==> config.mk <==
export PLATFORM = sky130hd
export DESIGN_NAME = fetch_sequencer
export DESIGN_NICKNAME = d
export VERILOG_FILES = /design/src/rtl/fetch_sequencer.sv
export SDC_FILE = /design/constraint.sdc
export NUM_CORES = 1
export LEC_CHECK = 0
export CORE_MARGIN = 4
export CORE_UTILIZATION = 40
export CTS_BUF_LIST = sky130_fd_sc_hd__clkbuf_8
export CTS_CLUSTER_SIZE = 10
export DETAILED_ROUTE_END_ITERATION = 6
export PLACE_DENSITY = 0.75
export SYNTH_ARGS = -nofsm -noshare
export SYNTH_HDL_FRONTEND = slang
export SYNTH_SLANG_ARGS = --single-unit
==> constraint.sdc <==
create_clock -name clk -period 2 [get_ports clk]
set_input_delay 0.3 -clock clk [delete_from_list [all_inputs] [get_ports clk]]
set_output_delay 0.3 -clock clk [all_outputs]
set_load 0.01 [all_outputs]
==> src/rtl/fetch_sequencer.sv <==
// Program-counter owner and instruction-fetch sequencer: keeps one fetch in flight to
// instruction memory, hands each returned word to decode, and follows trap/redirect targets.
module fetch_sequencer #(
  parameter logic [31:0] RESET_VECTOR = 32'h0000_0000,
  parameter int unsigned XLEN         = 32
) (
  input  logic            clk,
  input  logic            rst,
  output logic            imem_req,
  output logic [XLEN-1:0] imem_addr,
  input  logic            imem_gnt,
  input  logic            imem_rvalid,
  input  logic [XLEN-1:0] imem_rdata,
  input  logic            stall,
  input  logic            redirect_valid,
  input  logic [XLEN-1:0] redirect_target,
  input  logic            trap_valid,
  input  logic [XLEN-1:0] trap_vector,
  output logic            inst_valid,
  output logic [XLEN-1:0] inst,
  output logic [XLEN-1:0] inst_pc,
  output logic            misalign_fault
);

  typedef enum logic [2:0] {IDLE, REQ, WAIT, HOLD, FAULT} state_t;

  state_t            state, state_nx;
  logic [XLEN-1:0]   pc, pc_nx;
  logic              kill, kill_nx;
  logic [XLEN-1:0]   inst_nx, inst_pc_nx;
  logic              valid_nx, fault_nx;

  // Control-flow event: trap outranks redirect; a redirect coincident with a trap is lost.
  logic              evt;
  logic [XLEN-1:0]   tgt;
  logic              tgt_mis;

  always_comb begin
    evt     = trap_valid | redirect_valid;
    tgt     = trap_valid ? trap_vector : redirect_target;
    tgt_mis = evt && (tgt[1:0] != 2'b00);
  end

  always_comb begin
    state_nx   = state;
    pc_nx      = pc;
    kill_nx    = kill;
    inst_nx    = inst;
    inst_pc_nx = inst_pc;
    valid_nx   = inst_valid;
    fault_nx   = misalign_fault;

    case (state)
      IDLE: begin
        if (tgt_mis) begin
          fault_nx = 1'b1;
          state_nx = FAULT;
        end else begin
          if (evt) pc_nx = tgt;
          state_nx = REQ;
        end
      end

      REQ: begin
        if (evt) begin
          // A grant in the same cycle belongs to the old address; its response is stale.
          if (imem_gnt) kill_nx = 1'b1;
          if (tgt_mis) begin
            fault_nx = 1'b1;
            state_nx = FAULT;
          end else begin
            pc_nx = tgt;
            if (imem_gnt) state_nx = WAIT;
          end
        end else if (imem_gnt) begin
          state_nx = WAIT;
        end
      end

      WAIT: begin
        if (evt) begin
          kill_nx = !imem_rvalid;
          if (tgt_mis) begin
            fault_nx = 1'b1;
            state_nx = FAULT;
          end else begin
            pc_nx = tgt;
            if (imem_rvalid) state_nx = REQ;
          end
        end else if (imem_rvalid) begin
          if (kill) begin
            kill_nx  = 1'b0;
            state_nx = REQ;
          end else begin
            inst_nx    = imem_rdata;
            inst_pc_nx = pc;
            valid_nx   = 1'b1;
            pc_nx      = pc + XLEN'(4);
            state_nx   = HOLD;
          end
        end
      end

      HOLD: begin
        if (evt) begin
          valid_nx = 1'b0;
          if (tgt_mis) begin
            fault_nx = 1'b1;
            state_nx = FAULT;
          end else begin
            pc_nx    = tgt;
            state_nx = REQ;
          end
        end else if (!stall) begin
          valid_nx = 1'b0;
          state_nx = REQ;
        end
      end

      FAULT: begin
        // A fetch abandoned on the way into FAULT still owes one response.
        if (kill && imem_rvalid) kill_nx = 1'b0;
        if (trap_valid && (trap_vector[1:0] == 2'b00)) begin
          pc_nx    = trap_vector;
          fault_nx = 1'b0;
          state_nx = REQ;
        end
      end

      default: state_nx = IDLE;
    endcase
  end

  always_ff @(posedge clk or negedge rst) begin
    if (!rst) begin
      state          <= IDLE;
      pc             <= RESET_VECTOR;
      kill           <= 1'b0;
      imem_req       <= 1'b0;
      imem_addr      <= RESET_VECTOR;
      inst_valid     <= 1'b0;
      inst           <= '0;
      inst_pc        <= '0;
      misalign_fault <= 1'b0;
    end else begin
      state          <= state_nx;
      pc             <= pc_nx;
      kill           <= kill_nx;
      imem_req       <= (state_nx == REQ);
      imem_addr      <= pc_nx;
      inst_valid     <= valid_nx;
      inst           <= inst_nx;
      inst_pc        <= inst_pc_nx;
      misalign_fault <= fault_nx;
    end
  end

endmodule

==> flow_summary.json <==
{
  "drive_gt1_share_pct": 27.2,
  "cp-end-kind": "flip-flop",
  "fmax_mhz": 503,
  "clock-skew-final_ns": 0.0106,
  "async_flop_share_pct": 100,
  "yosys-top-cells-area": "dfrtp_1 (44%), mux2_2 (14%), o21ai_0 (5.8%)",
  "syn_to_final_growth_pct": 56.8,
  "r2r_slack_ns": 0.01,
  "path_class": "reg2reg",
  "synth_top_cell_by_area": "dfrtp_1",
  "design.die.area_sq_um": 16500,
  "pwr-share-comb_pct": 55.4,
  "synth_most_common_cell": "dfrtp_1",
  "ys_warn_count": 0,
  "setup_viol": 0,
  "min_period_ns": 1.99,
  "maxCapViolCount": 0,
  "min_path_type": "in2async",
  "synthCells": 584,
  "synth_top_area_share_pct": 44.3,
  "core_sq_um": 14000,
  "cts-root-buf": "clkbuf_8",
  "h-tree-depth": 3,
  "reg2reg_to": "pc[31]",
  "synth_cell_types": 65,
  "required_ns": 2.32,
  "grt_pass1_wl_mm": 33.1,
  "tightest_slew_ns": 0.590,
  "cts_tree": "built",
  "slew_violations": 0,
  "cp_top_family": "simple AND/OR/NAND/NOR gates",
  "wire_per_inst_um": 20.5,
  "placed_area_sq_um": 8730,
  "clock_sinks": 103,
  "vias": 6040,
  "ys_seq_area_share_pct": 44.3,
  "grt_pass1_vias": 6270,
  "drt-initial-drc-count": 473,
  "cts_max_path_buffers": 2,
  "avgViaCountPerCell": 5.72,
  "syn-num-nets": 688,
  "overflow": 0,
  "boundaryPins": 202,
  "grt_usage_pct": 25.2,
  "cp_max_fo": 3,
  "antenna_found_initial": 0,
  "pwr-share-seq_pct": 30.5,
  "rr_worst_depth": 6,
  "p_leak_nw": 3.95,
  "synth-edff-count": 0,
  "die_w_um": 129,
  "whs_ns": 0.409,
  "initial_core_util_pct": 41.4,
  "swShare_pct": 39.7,
  "ant_nets": 0,
  "worstSkewPairLatency_ns": 0.38,
  "synth_area_per_cell_sq_um": 9.96,
  "outcome": "finished clean",
  "rsz0062_at_grt": "yes",
  "crit_slowest_cell": "or4_4",
  "ir_drop_mv": 0.708,
  "fin_crit_sh_pct": 99.4,
  "n_antenna_cell": 0,
  "grt_max_degree": 49,
  "num_rows": 43,
  "fin_area_sq_um": 9120,
  "worstPathBufferInverterCount": 0,
  "die_height_um": 129,
  "synthFlopType": "dfrtp_1",
  "slew_headroom_pct": 60.5,
  "worstPathCellList": "nand4_4 -> or4_4 -> nor4_4 -> xor2_1 -> o2111ai_1 -> a21oi_1",
  "finalHoldViolations": 0,
  "startpoint_type": "flip-flop",
  "synth_common_cells": "dfrtp_1 (103), mux2_2 (74), o21ai_0 (68)",
  "cp.depth": 6,
  "drc_errors": 0,
  "clk_pin_slew_ns": 0.11,
  "internal_power_mw": 6.13,
  "cts_buffers": 9,
  "routed_wl_mm": 21.6,
  "portBuffers": 201,
  "synth-seq-cells": 103,
  "place_congestion": 0.948,
  "syn_area_sq_um": 5820,
  "p_sw_mw": 4.04,
  "dr.pass1.iters": 5,
  "nNetsFinal": 975,
  "power_density_nw_per_um2": 1120,
  "cpPeakStageDelay_ns": 0.61,
  "p_clk_share_pct": 14.1,
  "dpl.hpwl_mm": 16.3,
  "arrival_ns": 2.31,
  "reg2reg_from": "pc[8]"
}
-- per-layer routing --
metal	share of wire (%)	vias to the layer above	wire length, um	track usage (%)
li1	-	2744	-	-
met1	39	2952	8520	31.9
met2	51	303	11000	42.8
met3	7.5	41	1620	6.19
met4	2.3	0	489	7.23
met5	0	-	0	0
-- cells in the final DEF, fill, tap and decap left out, types with 6 or more instances in the layout --
cell type	instances
dfrtp_1	100
o21ai_0	65
mux2_2	74
nand2_1	49
a31oi_1	9
nor3_1	8
o21ai_1	7
a22o_1	12
clkbuf_8	9
nand2b_1	7
buf_4	105
nand3_1	14
inv_1	6
mux2i_1	19
a21oi_1	36
clkdlybuf4s50_1	199
a221oi_1	7
buf_12	6
nor2_1	29
and3_1	7
-- what timing repair did --
action | in CTS | in global routing
pin swaps | 0 | 3
endpoints found under the setup margin | 9 | 88
hold buffers | 1 | 0
cloned | 0 | 2
setup buffers | 0 | 4
endpoints found under the hold margin | 30 | 0
resized for setup | 8 | 27
-- cell families after synthesis --
| logic type | after synthesis | share of synthesized area [%] |
|---|---|---|
| xor gates and xnor gates | 4 | 0.602 |
| muxes | 93 | 17.6 |
| buffers and inverters | 47 | 3.96 |
| AOI/OAI and AO/OA | 184 | 20.1 |
| adders and majority gates | 1 | 0.215 |
| DFF | 103 | 44.3 |
| and+or+nand+nor | 152 | 13.2 |
-- metrics by stage --
step / util [%] / power, mW / setup WS [ns] / setup TNS [ns] / instances
after floorplan: - / 5.57 / 0.00370 / 0 / 584
after global placement: 62.2 / 8.50 / -0.499 / -29.06 / 1033
after detailed placement: 62.2 / 8.60 / -0.520 / -34.51 / 1033
after CTS: 63.9 / 10.1 / 0.00988 / 0 / 1050
after global routing: 64.9 / 10.8 / -0.0393 / -0.157 / 1056
final: 64.9 / 10.2 / 0.0119 / 0 / 1056
-- power groups by stage --
stage	Combinational [mW]	Clock (mW)	Sequential (mW)
2_1_floorplan	2.11	0	3.46
3_3_place_gp	5.40	0	3.10
3_5_place_dp	5.48	0	3.13
4_1_cts	5.52	1.48	3.09
5_1_grt	6.08	1.55	3.17
6_report	5.64	1.43	3.10
-- worst max-delay path by stage --
stage                           from      to
after CTS                   state[2]   pc[6]
after floorplan                pc[5]  pc[29]
after global placement    trap_valid  pc[30]
after global routing           pc[8]  pc[31]
after detailed placement  trap_valid  pc[30]
final                          pc[8]  pc[31]
-- flip-flops by register name, summed over array words and instances (netlist names) --
name	count
imem_req	1
inst	32
inst_pc	32
inst_valid	1
kill	1
misalign_fault	1
pc	32
state	3
-- layout make-up --
type	instances	area, sq um
flip-flops and latches	103	2580
well taps	180	225
fillers	1113	4920
clock buffers	9	124
multi-input cells	434	3090
inverters	7	30.0
repair buffers	316	2980
clock inverters	7	91.3
No activity file was read; power rests on OpenSTA's default activity.
